<file path="config.mk">
export PLATFORM = sky130hd
export DESIGN_NAME = booth2_wallace_pipe_flat
export DESIGN_NICKNAME = d
export VERILOG_FILES = /design/src/rtl/booth2_wallace_pipe_pkg.sv /design/src/rtl/booth2_wallace_pipe_if.sv /design/src/rtl/booth2_wallace_pipe_csa.sv /design/src/rtl/booth2_wallace_pipe.sv /design/src/flat_wrapper.sv
export SDC_FILE = /design/constraint.sdc
export NUM_CORES = 1
export LEC_CHECK = 0
export ABC_CLOCK_PERIOD_IN_PS = 7150
export CAP_MARGIN = 20
export CORE_ASPECT_RATIO = 1.4
export CORE_MARGIN = 2
export CORE_UTILIZATION = 55
export DETAILED_ROUTE_END_ITERATION = 8
export GPL_TIMING_DRIVEN = 0
export PLACE_DENSITY = 0.8
export RECOVER_POWER = 50
export SLEW_MARGIN = 20
export SYNTH_ARGS = -nofsm -noshare
export SYNTH_HDL_FRONTEND = slang
export SYNTH_HIERARCHICAL = 1
export SYNTH_SLANG_ARGS = --single-unit
</file>
<file path="constraint.sdc">
create_clock -name sys_clk -period 7.15 [get_ports sys_clk]
set_clock_uncertainty 0.2 [all_clocks]
set_input_delay 1.43 -clock sys_clk [delete_from_list [all_inputs] [get_ports sys_clk]]
set_output_delay 1.43 -clock sys_clk [all_outputs]
set_load 0.03 [all_outputs]
</file>
<file path="src/rtl/booth2_wallace_pipe_pkg.sv">
// Shared constants, row type and weighting helper for the Booth radix-4 Wallace reducer.
package booth_mult_pkg;

  localparam int unsigned PP_W     = 17;
  localparam int unsigned P_W      = 32;
  localparam int unsigned PP_NUM   = 8;
  localparam int unsigned PP_SHIFT = 2;

  typedef logic [P_W-1:0] row_t;

  // Sign-extend a partial product to full width and apply its 4^idx weight.
  function automatic row_t weigh_pp(input logic [PP_W-1:0] pp, input int unsigned idx);
    row_t ext;
    ext = {{(P_W-PP_W){pp[PP_W-1]}}, pp};
    return ext << (PP_SHIFT * idx);
  endfunction

endpackage

</file>
<file path="src/rtl/booth2_wallace_pipe_if.sv">
// Handshake bus between the Booth PP generator, the Wallace reducer and the product consumer.
interface booth2_wallace_pipe_if;
  import booth_mult_pkg::*;

  logic            in_valid;
  logic            in_ready;
  logic [PP_W-1:0] PP1, PP2, PP3, PP4, PP5, PP6, PP7, PP8;
  logic            out_valid;
  logic            out_ready;
  row_t            product;

  modport master (
    output in_valid, PP1, PP2, PP3, PP4, PP5, PP6, PP7, PP8, out_ready,
    input  in_ready, out_valid, product
  );

  modport slave (
    input  in_valid, PP1, PP2, PP3, PP4, PP5, PP6, PP7, PP8, out_ready,
    output in_ready, out_valid, product
  );

endinterface

</file>
<file path="src/rtl/booth2_wallace_pipe_csa.sv">
// Width-parameterised 3:2 carry-save adder; carry output is already weighted (shifted left by 1).
module csa_3_2 #(
  parameter int unsigned Width = 32
) (
  input  logic [Width-1:0] a_i,
  input  logic [Width-1:0] b_i,
  input  logic [Width-1:0] c_i,
  output logic [Width-1:0] sum_o,
  output logic [Width-1:0] carry_o
);

  logic [Width-1:0] maj;

  always_comb begin
    sum_o   = a_i ^ b_i ^ c_i;
    maj     = (a_i & b_i) | (a_i & c_i) | (b_i & c_i);
    carry_o = {maj[Width-2:0], 1'b0};
  end

endmodule

</file>
<file path="src/rtl/booth2_wallace_pipe.sv">
// Pipelined Wallace-tree reducer: 8 Booth PPs -> 4 rows (S1) -> 2 rows (S2) -> CPA product.
// Define BOOTH_WALLACE_OUT_REG_EN to register the CPA result as a third stage.
module booth2_wallace_pipe
  import booth_mult_pkg::*;
(
  input logic                 sys_clk,
  input logic                 sys_rst_n,
  booth2_wallace_pipe_if.slave bus
);

  row_t rows [PP_NUM];

  always_comb begin
    rows[0] = weigh_pp(bus.PP1, 0);
    rows[1] = weigh_pp(bus.PP2, 1);
    rows[2] = weigh_pp(bus.PP3, 2);
    rows[3] = weigh_pp(bus.PP4, 3);
    rows[4] = weigh_pp(bus.PP5, 4);
    rows[5] = weigh_pp(bus.PP6, 5);
    rows[6] = weigh_pp(bus.PP7, 6);
    rows[7] = weigh_pp(bus.PP8, 7);
  end

  // Stage 1 tree: 8 -> 6 -> 4 rows
  row_t sa_sum, sa_carry, sb_sum, sb_carry, sc_sum, sc_carry, sd_sum, sd_carry;

  csa_3_2 #(.Width(P_W)) u_csa_a (
    .a_i(rows[0]), .b_i(rows[1]), .c_i(rows[2]), .sum_o(sa_sum), .carry_o(sa_carry)
  );
  csa_3_2 #(.Width(P_W)) u_csa_b (
    .a_i(rows[3]), .b_i(rows[4]), .c_i(rows[5]), .sum_o(sb_sum), .carry_o(sb_carry)
  );
  csa_3_2 #(.Width(P_W)) u_csa_c (
    .a_i(sa_sum), .b_i(sa_carry), .c_i(sb_sum), .sum_o(sc_sum), .carry_o(sc_carry)
  );
  csa_3_2 #(.Width(P_W)) u_csa_d (
    .a_i(sb_carry), .b_i(rows[6]), .c_i(rows[7]), .sum_o(sd_sum), .carry_o(sd_carry)
  );

  row_t [3:0] s1_row_q, s1_row_d;
  logic       s1_v_q, s1_v_d;

  // Stage 2 tree: 4 -> 3 -> 2 rows
  row_t se_sum, se_carry, s2_sum_d, s2_carry_d, s2_sum_q, s2_carry_q;
  logic s2_v_q, s2_v_d;

  csa_3_2 #(.Width(P_W)) u_csa_e (
    .a_i(s1_row_q[0]), .b_i(s1_row_q[1]), .c_i(s1_row_q[2]),
    .sum_o(se_sum), .carry_o(se_carry)
  );
  csa_3_2 #(.Width(P_W)) u_csa_f (
    .a_i(se_sum), .b_i(se_carry), .c_i(s1_row_q[3]),
    .sum_o(s2_sum_d), .carry_o(s2_carry_d)
  );

  row_t cpa_sum;
  logic s1_ready, s2_ready, s3_ready;

  assign cpa_sum = s2_sum_q + s2_carry_q;

  // Ready chain is purely combinational from the output back to in_ready.
  assign s1_ready     = ~s1_v_q | s2_ready;
  assign s2_ready     = ~s2_v_q | s3_ready;
  assign bus.in_ready = s1_ready;

  always_comb begin
    s1_v_d   = s1_v_q;
    s1_row_d = s1_row_q;
    if (s1_ready) begin
      s1_v_d = bus.in_valid;
      if (bus.in_valid) s1_row_d = {sd_carry, sd_sum, sc_carry, sc_sum};
    end
  end

  always_comb begin
    s2_v_d = s2_v_q;
    if (s2_ready) s2_v_d = s1_v_q;
  end

  always_ff @(posedge sys_clk or negedge sys_rst_n) begin
    if (!sys_rst_n) begin
      s1_v_q     <= 1'b0;
      s1_row_q   <= '0;
      s2_v_q     <= 1'b0;
      s2_sum_q   <= '0;
      s2_carry_q <= '0;
    end else begin
      s1_v_q   <= s1_v_d;
      s1_row_q <= s1_row_d;
      s2_v_q   <= s2_v_d;
      if (s2_ready && s1_v_q) begin
        s2_sum_q   <= s2_sum_d;
        s2_carry_q <= s2_carry_d;
      end
    end
  end

`ifdef BOOTH_WALLACE_OUT_REG_EN
  row_t out_reg_q, out_reg_d;
  logic out_v_q, out_v_d;

  assign s3_ready = ~out_v_q | bus.out_ready;

  always_comb begin
    out_v_d   = out_v_q;
    out_reg_d = out_reg_q;
    if (s3_ready) begin
      out_v_d = s2_v_q;
      if (s2_v_q) out_reg_d = cpa_sum;
    end
  end

  always_ff @(posedge sys_clk or negedge sys_rst_n) begin
    if (!sys_rst_n) begin
      out_v_q   <= 1'b0;
      out_reg_q <= '0;
    end else begin
      out_v_q   <= out_v_d;
      out_reg_q <= out_reg_d;
    end
  end

  assign bus.out_valid = out_v_q;
  assign bus.product   = out_reg_q;
`else
  assign s3_ready      = bus.out_ready;
  assign bus.out_valid = s2_v_q;
  assign bus.product   = cpa_sum;
`endif

endmodule

</file>
<file path="src/flat_wrapper.sv">
// flat-port wrapper written by rule: the top's interface ports become plain ports
module booth2_wallace_pipe_flat import booth_mult_pkg::*;
  (sys_clk, sys_rst_n, bus_in_valid, bus_PP1, bus_PP2, bus_PP3, bus_PP4, bus_PP5, bus_PP6, bus_PP7, bus_PP8, bus_out_ready, bus_in_ready, bus_out_valid, bus_product);
  booth2_wallace_pipe_if bus_i ();
  input logic sys_clk;
  input logic sys_rst_n;
  input wire logic [$bits(bus_i.in_valid)-1:0] bus_in_valid;
  input wire logic [$bits(bus_i.PP1)-1:0] bus_PP1;
  input wire logic [$bits(bus_i.PP2)-1:0] bus_PP2;
  input wire logic [$bits(bus_i.PP3)-1:0] bus_PP3;
  input wire logic [$bits(bus_i.PP4)-1:0] bus_PP4;
  input wire logic [$bits(bus_i.PP5)-1:0] bus_PP5;
  input wire logic [$bits(bus_i.PP6)-1:0] bus_PP6;
  input wire logic [$bits(bus_i.PP7)-1:0] bus_PP7;
  input wire logic [$bits(bus_i.PP8)-1:0] bus_PP8;
  input wire logic [$bits(bus_i.out_ready)-1:0] bus_out_ready;
  output wire logic [$bits(bus_i.in_ready)-1:0] bus_in_ready;
  output wire logic [$bits(bus_i.out_valid)-1:0] bus_out_valid;
  output wire logic [$bits(bus_i.product)-1:0] bus_product;
  assign bus_i.in_valid = bus_in_valid;
  assign bus_i.PP1 = bus_PP1;
  assign bus_i.PP2 = bus_PP2;
  assign bus_i.PP3 = bus_PP3;
  assign bus_i.PP4 = bus_PP4;
  assign bus_i.PP5 = bus_PP5;
  assign bus_i.PP6 = bus_PP6;
  assign bus_i.PP7 = bus_PP7;
  assign bus_i.PP8 = bus_PP8;
  assign bus_i.out_ready = bus_out_ready;
  assign bus_in_ready = bus_i.in_ready;
  assign bus_out_valid = bus_i.out_valid;
  assign bus_product = bus_i.product;
  booth2_wallace_pipe u_core (.sys_clk(sys_clk), .sys_rst_n(sys_rst_n), .bus(bus_i));
endmodule
</file>
==> impl_metrics.csv, run 1 <==
group,metric,value,unit
status,outcome,"finished, violations left",
status,violations,"max-capacitance violations, max-slew violations",
routing,drc,0,
cts,tritoncts,"built",
grt,gr-usage-met3,0.03419,
placed_design,dp_hpwl,19980,µm
cts,h-tree-depth,4,
sta,setup_viol,0,
cts,cts_setup_buffers,0,
cts,cts_sinks,194,
cts,cts_root_buf,"clkbuf_16",
sta,hold_violations,0,
sta,fin_crit,5557,ps
power,p_total,7.556,mW
grt,grt_pass1_wl,42360,µm
hold_path,hold_depth,1,
layout,diodes,0,
floorplan,rows,65,
critical_path,worstSetupPathType,"register to output pin",
critical_path,crit_required,5520,ps
placed_design,portBuffers,173,
hold_path,holdPathEnd,"u_core/bus.out_valid",
sta,clock.fmax,0.1800,GHz
logic_synthesis,synth_area,12670,µm²
critical_path,r2r_cells,5,
cts,path_clk_slew,70,ps
critical_path,start_kind,"register",
routing,drt_iter0_drc,221,
logic_synthesis,ys.flop_type,"dfrtp_1",
power,p_int,4.225,mW
floorplan,die_w,132.3,µm
routing,wl_per_cell,17.81,µm
cts,insertion_delay,430,ps
sta,rsz0062_at_grt,"no",
routing,vias,7426,
layout,area_delta_synth_final,23.03,%
logic_synthesis,yosysUniqueCellTypes,50,
grt,grt_util_met1,0.2822,
grt,grt_overflow_total,0,
routing,viasPerCell,5.304,
critical_path,crit-reg2reg-launch,"u_core/bus.out_valid",
logic_synthesis,synthCells,838,
floorplan,start_util,0.5603,
floorplan,core-area,22610,µm²
sta,timing_max_transition_violations_final,80,
grt,top_usage_layer,"met2",
layout,layout.cells.non_filler,1400,
sta,tns,0,ps
logic_synthesis,synth_edf_count,0,
power,peakVddDrop,0.0005003,V
cts,cts_resized,0,
logic_synthesis,ys_seq_area_frac,0.3832,
layout,drive_above_1_share,0.2220,
power,power_density,484.8,nW/µm²
hold_path,hp-class,"register to register",
job,max_cap_viol_count,1,
placed_design,placed_cells,1369,
critical_path,startpoint,"u_core/s2_sum_q[0]",
grt,track_usage,0.2240,
logic_synthesis,synth_top_area_share,0.3832,
layout,num-nets-final,1445,
logic_synthesis,ys_warn_count,6,
grt,grt_max_degree,81,
routing,wirelength,24930,µm
routing,ant_nets,0,
routing,firstDrtPassIters,6,
sta,worst_pin_slew,4342,ps
logic_synthesis,yosys.area.top_type,"dfrtp_1",
power,p_comb_frac,0.639,
power,clkPwrFrac,0.122,
cts,cts_buffer_depth,2,
grt,antenna_found_initial,0,
power,p_switching,3.331,mW
sta,relSlewSlack,-1.894,
critical_path,worstReg2RegEnd,"u_core/s1_row_q[29]",
critical_path,worstPathArrival,3930,ps
floorplan,die_h,183.6,µm
logic_synthesis,synthArstFlopShare,1.000,
cts,cts_buffers,17,
logic_synthesis,yosys-top-cells-area,"dfrtp_1 38%, fa_1 30%, mux2_2 17%",
hold_path,hp-start,"u_core/s1_v_q",
power,p_seq_frac,0.239,
floorplan,num_io_pins,174,
cts,cts-hold-fix-buffers,0,
grt,grt_pass1_vias,8393,
logic_synthesis,avgSynthCellArea,15.12,µm²
logic_synthesis,ys_seq_elements,194,
grt,met2_usage,0.4019,
critical_path,cp_max_fo,4,
power,switching_share,0.4408,
sta,whs,305.9,ps
critical_path,cp-end-kind,"output pin",
power,leakagePower,6.540,nW
sta,post-route-period-util,0.7771,
critical_path,r2r_slack,4390,ps
placed_design,place.gp.congestion,0.8217,
layout,fin_util,0.6894,
floorplan,dieArea,24280,µm²
-- critical path: stages (launching register included) --
cell             delay [ps]
dfrtp_1                 380
ha_1                    230
fa_1                    410
a21o_1                  220
a221oi_2                350
a221o_2                 280
o2111ai_2               120
o211ai_2                140
o21ai_2                 140
a221oi_2                340
xnor2_1                 170
clkdlybuf4s50_1         700
-- flip-flops by register name, indices dropped and copies added, names as in the netlist --
register              count
u_core/s2_carry_q        32
u_core/s1_row_q         128
u_core/bus.out_valid      1
u_core/s1_v_q             1
u_core/s2_sum_q          32
-- worst max-delay path by stage --
stage / endpoint / slack, ps
after floorplan: bus_product[30] / 2910
after detailed placement: bus_product[30] / 2030
after global routing: u_core/s1_row_q[118] / 1030
final: bus_product[30] / 1590
after global placement: u_core/s1_row_q[46] / -3720
after CTS: bus_product[30] / 1530
-- cells in the final DEF, fill, tap and decap left out, types with 12 or more instances in the layout --
cell,Yosys,final
clkdlybuf4s50_1,0,169
dfrtp_1,194,194
fa_1,187,187
mux2_2,192,192
a21o_1,12,12
clkbuf_1,21,23
conb_1,7,62
clkbuf_16,0,17
o21ai_0,16,16
nand2_1,17,17
a21oi_1,32,32
ha_1,31,31
xnor2_1,20,20
-- kinds of logic after synthesis --
logic type      Yosys count  share of synthesized area
mux                     192                     0.1707
fa+ha+maj               218                     0.3261
simple gates             60                    0.02430
flops                   194                     0.3832
other cells               7                   0.002074
buf+inv                  38                    0.01343
compound gates           94                    0.04889
xor+xnor                 35                    0.03131
-- routing by layer --
layer  vias to the layer above  share of wire  wire, µm
met5                         -              0         0
met4                         0          0.020       495
met3                        34          0.034       855
met2                       150           0.55     13680
met1                      3907           0.40      9899
li1                       3335              -         -
-- cell type report --
type,count,area [µm²]
inverters,7,26.28
flip-flops and latches,194,4855
well taps,301,376.6
repair buffers,175,1775
clock inverters,11,102.6
plain buffers,31,143.9
fillers,1650,7023
clock buffers,20,456.7
multi-input cells,661,7850
-- stage by stage --
stage               worst slack [ps]  instance area [µm²]
floorplan                       2912                12870
global placement               -3720                14980
global route                    1030                15590
CTS                             1532                15600
detailed placement              2027                15040
finish                          1593                15590
-- power groups by stage --
| stage | Sequential [mW] | Combinational, mW | Clock, mW |
|---|---|---|---|
| 6_report | 1.81 | 4.83 | 0.920 |
| 5_1_grt | 1.87 | 5.28 | 0.979 |
| 4_1_cts | 1.81 | 4.88 | 0.943 |
| 3_5_place_dp | 1.83 | 4.83 | 0 |
| 3_3_place_gp | 1.80 | 4.77 | 0 |
| 2_1_floorplan | 1.74 | 3.23 | 0 |
-- synthesized netlist by cell type (9+ instances only) --
library cell    n
dfrtp_1       194
mux2_2        192
fa_1          187
a21oi_1        32
ha_1           31
clkbuf_1       21
xnor2_1        20
nand2_1        17
o21ai_0        16
a21o_1         12
nor2_1          9
xor2_1          9
Power figures use the tool's default switching activity.
==> run 2: changes to the inputs <==
--- a/config.mk
+++ b/config.mk
@@ -5,14 +5,14 @@
 export SDC_FILE = /design/constraint.sdc
 export NUM_CORES = 1
 export LEC_CHECK = 0
-export ABC_CLOCK_PERIOD_IN_PS = 7150
+export ABC_CLOCK_PERIOD_IN_PS = 4600
 export CAP_MARGIN = 20
 export CORE_ASPECT_RATIO = 1.4
 export CORE_MARGIN = 2
-export CORE_UTILIZATION = 55
+export CORE_UTILIZATION = 51
 export DETAILED_ROUTE_END_ITERATION = 8
 export GPL_TIMING_DRIVEN = 0
-export PLACE_DENSITY = 0.8
+export PLACE_DENSITY = 0.78
 export RECOVER_POWER = 50
 export SLEW_MARGIN = 20
 export SYNTH_ARGS = -nofsm -noshare
==> constraint.sdc (replaced) <==
create_clock -name sys_clk -period 4.6 [get_ports sys_clk]
set_clock_uncertainty 0.2 [all_clocks]
set_input_delay 0.92 -clock sys_clk [delete_from_list [all_inputs] [get_ports sys_clk]]
set_output_delay 0.92 -clock sys_clk [all_outputs]
set_load 0.03 [all_outputs]
==> impl_metrics.csv, run 2 (synthesis results as in run 1) <==
group,metric,value,unit
layout,largest-register,"u_core/s1_row_q",
critical_path,worstReg2RegEnd,"u_core/s1_row_q[29]",
layout,largest_register_ffs,128,
placed_design,dp_hpwl,20430,µm
layout,area_delta_synth_final,24.27,%
layout,nFillCells,1868,
floorplan,num_io_pins,174,
floorplan,die_w,137.2,µm
sta,clock.fmax,0.2268,GHz
layout,diodes,0,
critical_path,crit_buf_inv,1,
critical_path,r2r_slack,1740,ps
hold_path,hold_depth,1,
hold_path,hp-start,"u_core/s2_sum_q[30]",
layout,layout.cells.non_filler,1416,
critical_path,cp_slowest_cell,"dfrtp_1",
status,violations,"max-capacitance violations, max-slew violations",
routing,firstDrtPassIters,4,
critical_path,crit-reg2reg-launch,"u_core/s1_v_q",
critical_path,crit_chain,"ha_1, fa_2, a21o_1, a221oi_4, a221o_2, o2111ai_2, o211ai_2, o21ai_2, a221oi_2, xnor2_1, buf_4",
routing,vias,7497,
power,leakagePower,6.651,nW
critical_path,r2r_cells,5,
critical_path,cp_max_fo,4,
sta,timing_max_transition_violations_final,48,
hold_path,holdPathEnd,"u_core/s2_sum_q[30]",
sta,setup_viol,0,
placed_design,portBuffers,173,
sta,post-route-period-util,0.9587,
cts,insertion_delay,440,ps
power,p_total,11.96,mW
placed_design,placed_cells,1383,
sta,whs,310.7,ps
sta,hold_violations,0,
cts,cts_sinks,194,
critical_path,cp-end-kind,"output pin",
sta,setup_ws,189.9,ps
cts,tritoncts,"built",
floorplan,dieArea,26130,µm²
placed_design,dp_slack,-21.82,ps
placed_design,place.gp.congestion,0.8113,
grt,grt_pass1_wl,42560,µm
critical_path,start_kind,"register",
critical_path,worst_path_largest_cell_delay,390,ps
sta,worst_pin_slew,2849,ps
layout,reg_top3,"u_core/s1_row_q (128), u_core/s2_carry_q (32), u_core/s2_sum_q (32)",
cts,cts_buffer_depth,2,
critical_path,crit_required,3480,ps
cts,path_clk_slew,70,ps
power,peakVddDrop,0.0007040,V
job,max_cap_viol_count,1,
routing,drt_iter0_drc,246,
floorplan,start_util,0.5170,
routing,wl_per_cell,18.16,µm
grt,track_usage,0.2148,
power,power_density,759.6,nW/µm²
cts,cts-hold-fix-buffers,0,
status,outcome,"finished, violations left",
layout,num-nets-final,1447,
cts,cts_root_buf,"clkbuf_16",
routing,drc,0,
sta,rsz0062_at_grt,"no",
critical_path,worstSetupPathType,"register to output pin",
routing,wirelength,25720,µm
grt,grt_max_degree,87,
layout,final_cell_mix,"194 x dfrtp_1, 192 x mux2_2, 186 x fa_1",
grt,antenna_found_initial,1,
sta,relSlewSlack,-0.8995,
routing,ant_nets,0,
critical_path,worstPathArrival,3290,ps
cts,h-tree-depth,4,
cts,cts_buffers,17,
floorplan,core-area,24500,µm²
critical_path,cp.depth,11,
grt,grt_pass1_vias,8531,
floorplan,rows,68,
layout,final_common_cell,"dfrtp_1",
sta,fin_crit,4410,ps
hold_path,hp-class,"register to register",
routing,viasPerCell,5.294,
grt,grt_overflow_total,0,
floorplan,die_h,190.5,µm
critical_path,path_delay_family,"compound AO/OA/AOI/OAI gates",
layout,drive_above_1_share,0.2343,
[run 2: cell count changes in the layout (fill, tap and decap cells not counted), moves of 3 or more]
cell             change
dlymetal6s2s_1       +4
dlygate4sd2_1        +6
buf_4                +4
clkbuf_2             +3
bufinv_16            +5
clkdlybuf4s50_1     -16
[run 2: how the worst max path moves through the flow]
stage | start | end | slack, ps
2_1_floorplan | u_core/s2_sum_q[0] | bus_product[30] | 870
3_3_place_gp | sys_rst_n | u_core/s1_row_q[78] | -5850
3_5_place_dp | u_core/s2_sum_q[0] | bus_product[30] | -20
4_1_cts | u_core/s2_carry_q[5] | bus_product[28] | 3
5_1_grt | u_core/s2_sum_q[11] | bus_product[31] | 30
6_report | u_core/s2_carry_q[0] | bus_product[30] | 190
[run 2: per-layer routing]
metal | wire [µm] | track usage | up-vias
li1 | - | - | 3333
met1 | 9913 | 0.2644 | 3995
met2 | 14380 | 0.3883 | 132
met3 | 859 | 0.03509 | 35
met4 | 549 | 0.05948 | 2
met5 | 12 | 0 | -
[run 2: power by group]
part | total [mW] | switching (mW) | internal [mW]
Combinational | 7.45 | 4.14 | 3.31
Sequential | 2.82 | 0.458 | 2.36
Clock | 1.70 | 0.660 | 1.04
[run 2: repair_timing]
item | 4_1_cts | 5_1_grt
pin swaps | 1 | 3
gates resized for setup | 23 | 21
setup buffers | 0 | 3
endpoints found under the setup margin | 14 | 16
[run 2: layout make-up]
cell class                      instances  area, µm²  share of cell area
Clock buffer                           19      442.9             0.02814
Timing Repair Buffer                  178       1773              0.1126
Tap cell                              315      394.1             0.02504
Buffer                                 30      140.1            0.008902
Clock inverter                         12      229.0             0.01454
Inverter                                7      26.28            0.001669
Multi-Input combinational cell        661       7883              0.5007
Sequential cell                       194       4855              0.3084
[run 2: metrics by stage]
stage	TNS (ps)	cell area, µm²	util
6_report	0	15740	0.6425
5_1_grt	0	15740	0.6425
4_1_cts	0	15730	0.6419
3_5_place_dp	-21.82	15060	0.6144
3_3_place_gp	-1132510	15000	0.6122
2_1_floorplan	0	12870	-
==> run 3: changes to the inputs <==
--- a/config.mk
+++ b/config.mk
@@ -14,6 +14,7 @@
 export GPL_TIMING_DRIVEN = 0
 export PLACE_DENSITY = 0.78
 export RECOVER_POWER = 50
+export REMOVE_ABC_BUFFERS = 1
 export SLEW_MARGIN = 20
 export SYNTH_ARGS = -nofsm -noshare
 export SYNTH_HDL_FRONTEND = slang
==> impl_metrics.csv, run 3 (synthesis results as in run 1) <==
group,metric,value,unit
status,outcome,"finished, violations left",
status,violations,"max-capacitance violations, max-slew violations",
cts,path_clk_slew,80,ps
critical_path,crit-reg2reg-launch,"u_core/bus.out_valid",
critical_path,path_delay_family,"compound AO/OA/AOI/OAI gates",
critical_path,worst_path_largest_cell_delay,400,ps
critical_path,worstReg2RegEnd,"u_core/s2_carry_q[14]",
cts,cts_buffer_depth,2,
placed_design,dp_slack,28.45,ps
layout,drive_above_1_share,0.2388,
sta,relSlewSlack,-0.4367,
hold_path,hp-class,"register to register",
cts,cts-hold-fix-buffers,0,
layout,largest_register_ffs,128,
floorplan,num_io_pins,174,
sta,post-route-period-util,0.9782,
placed_design,placed_cells,1355,
sta,fin_crit,4500,ps
routing,wl_per_cell,16.85,µm
sta,hold_violations,0,
floorplan,die_w,137.2,µm
power,p_comb_frac,0.628,
grt,antenna_found_initial,0,
cts,cts_buffers,17,
power,p_seq_frac,0.242,
critical_path,startpoint,"u_core/s2_sum_q[0]",
cts,cts_sinks,194,
grt,grt_max_degree,95,
critical_path,crit_buf_inv,1,
critical_path,crit_required,3480,ps
sta,tns,0,ps
layout,final_cell_mix,"194 x dfrtp_1, 192 x mux2_2, 187 x fa_1",
critical_path,cp.depth,11,
layout,layout.cells.non_filler,1387,
grt,grt_pass1_wl,39210,µm
floorplan,dieArea,26130,µm²
critical_path,cp_max_fo,4,
cts,cts_root_buf,"clkbuf_16",
routing,ant_nets,0,
power,p_switching,5.245,mW
layout,final_common_cell,"dfrtp_1",
power,p_total,11.58,mW
floorplan,core-area,24500,µm²
critical_path,worstSetupPathType,"register to output pin",
placed_design,portBuffers,173,
cts,cts_setup_buffers,0,
floorplan,die_h,190.5,µm
grt,grt_pass1_vias,8200,
job,max_cap_viol_count,2,
power,power_density,745.6,nW/µm²
cts,tritoncts,"built",
layout,area_delta_synth_final,22.58,%
floorplan,rows,68,
critical_path,cp_slowest_cell,"fa_1",
critical_path,start_kind,"register",
placed_design,place.gp.congestion,0.7760,
cts,insertion_delay,440,ps
power,leakagePower,6.538,nW
grt,track_usage,0.1929,
critical_path,cp-end-kind,"output pin",
routing,drc,0,
floorplan,start_util,0.5170,
critical_path,crit_chain,"ha_1, fa_1, a21o_1, a221oi_4, a221o_2, o2111ai_2, o211ai_2, o21ai_2, a221oi_2, xnor2_1, buf_4",
sta,setup_ws,100.4,ps
sta,setup_viol,0,
sta,rsz0062_at_grt,"yes",
layout,largest-register,"u_core/s1_row_q",
sta,worst_pin_slew,2155,ps
critical_path,r2r_slack,2090,ps
critical_path,r2r_cells,4,
power,p_int,6.333,mW
routing,drt_iter0_drc,239,
layout,diodes,0,
power,switching_share,0.4530,
routing,vias,7250,
placed_design,dp_hpwl,18430,µm
power,clkPwrFrac,0.130,
power,peakVddDrop,0.0008976,V
hold_path,hold_depth,1,
layout,reg_top3,"u_core/s1_row_q (128), u_core/s2_carry_q (32), u_core/s2_sum_q (32)",
sta,clock.fmax,0.2222,GHz
layout,num-nets-final,1417,
sta,timing_max_transition_violations_final,104,
routing,wirelength,23370,µm
layout,fin_util,0.6337,
critical_path,worstPathArrival,3380,ps
routing,viasPerCell,5.227,
routing,firstDrtPassIters,4,
cts,h-tree-depth,4,
grt,grt_overflow_total,0,
critical_path,worstSetupEndpoint,"bus_product[30]",
==> run 3: changes by cell type in the layout (fill, tap and decap cells not counted), moves of 4 or more <==
cell,previous run,this run
clkbuf_1,22,1
buf_4,11,2
bufinv_16,6,0
clkinv_8,0,4
inv_8,1,5
==> run 3: layer usage <==
layer / global-route usage / up-vias / part of all wire
met5: 0 / - / 0
met4: 0.05075 / 0 / 0.011
met3: 0.02632 / 17 / 0.030
met2: 0.3573 / 123 / 0.58
met1: 0.2339 / 3842 / 0.38
li1: - / 3268 / -
==> run 3: repair_timing <==
item,4_1_cts,5_1_grt
gates resized for setup,28,22
endpoints found under the hold margin,0,0
setup endpoints to repair,14,13
==> run 3: layout make-up <==
cell class | count | area (µm²)
fill | 1861 | 8975
sequential | 194 | 4855
multi-input combinational | 661 | 7890
clock buffer | 17 | 425.4
inverter | 7 | 26.28
clock inverter | 15 | 178.9
tap | 315 | 394.1
timing repair buffer | 178 | 1759
==> run 3: power by group through the flow <==
| stage | clock (mW) | sequential (mW) | combinational, mW |
|---|---|---|---|
| after floorplan | 0 | 2.71 | 5.03 |
| after global routing | 1.62 | 2.89 | 8.00 |
| after detailed placement | 0 | 2.84 | 7.45 |
| final | 1.51 | 2.80 | 7.27 |
| after CTS | 1.55 | 2.81 | 7.42 |
| after global placement | 0 | 2.81 | 7.34 |
==> run 3: per-stage QoR <==
| stage | hold slack [ps] | cell area [µm²] |
|---|---|---|
| 3_5_place_dp | 299.8 | 14990 |
| 2_1_floorplan | 257.2 | 12730 |
| 5_1_grt | 319.0 | 15530 |
| 3_3_place_gp | 267.3 | 14860 |
| 6_report | 296.2 | 15530 |
| 4_1_cts | 148.6 | 15620 |
==> run 3: how the worst min path moves through the flow <==
stage	slack (ps)	from	endpoint
floorplan	260	u_core/s1_v_q	u_core/bus.out_valid
global placement	270	u_core/s1_v_q	u_core/bus.out_valid
detailed placement	300	u_core/s2_carry_q[13]	u_core/s2_carry_q[13]
CTS	150	sys_rst_n	u_core/s1_row_q[12]
global route	320	u_core/s1_v_q	u_core/bus.out_valid
finish	300	u_core/s1_v_q	u_core/bus.out_valid
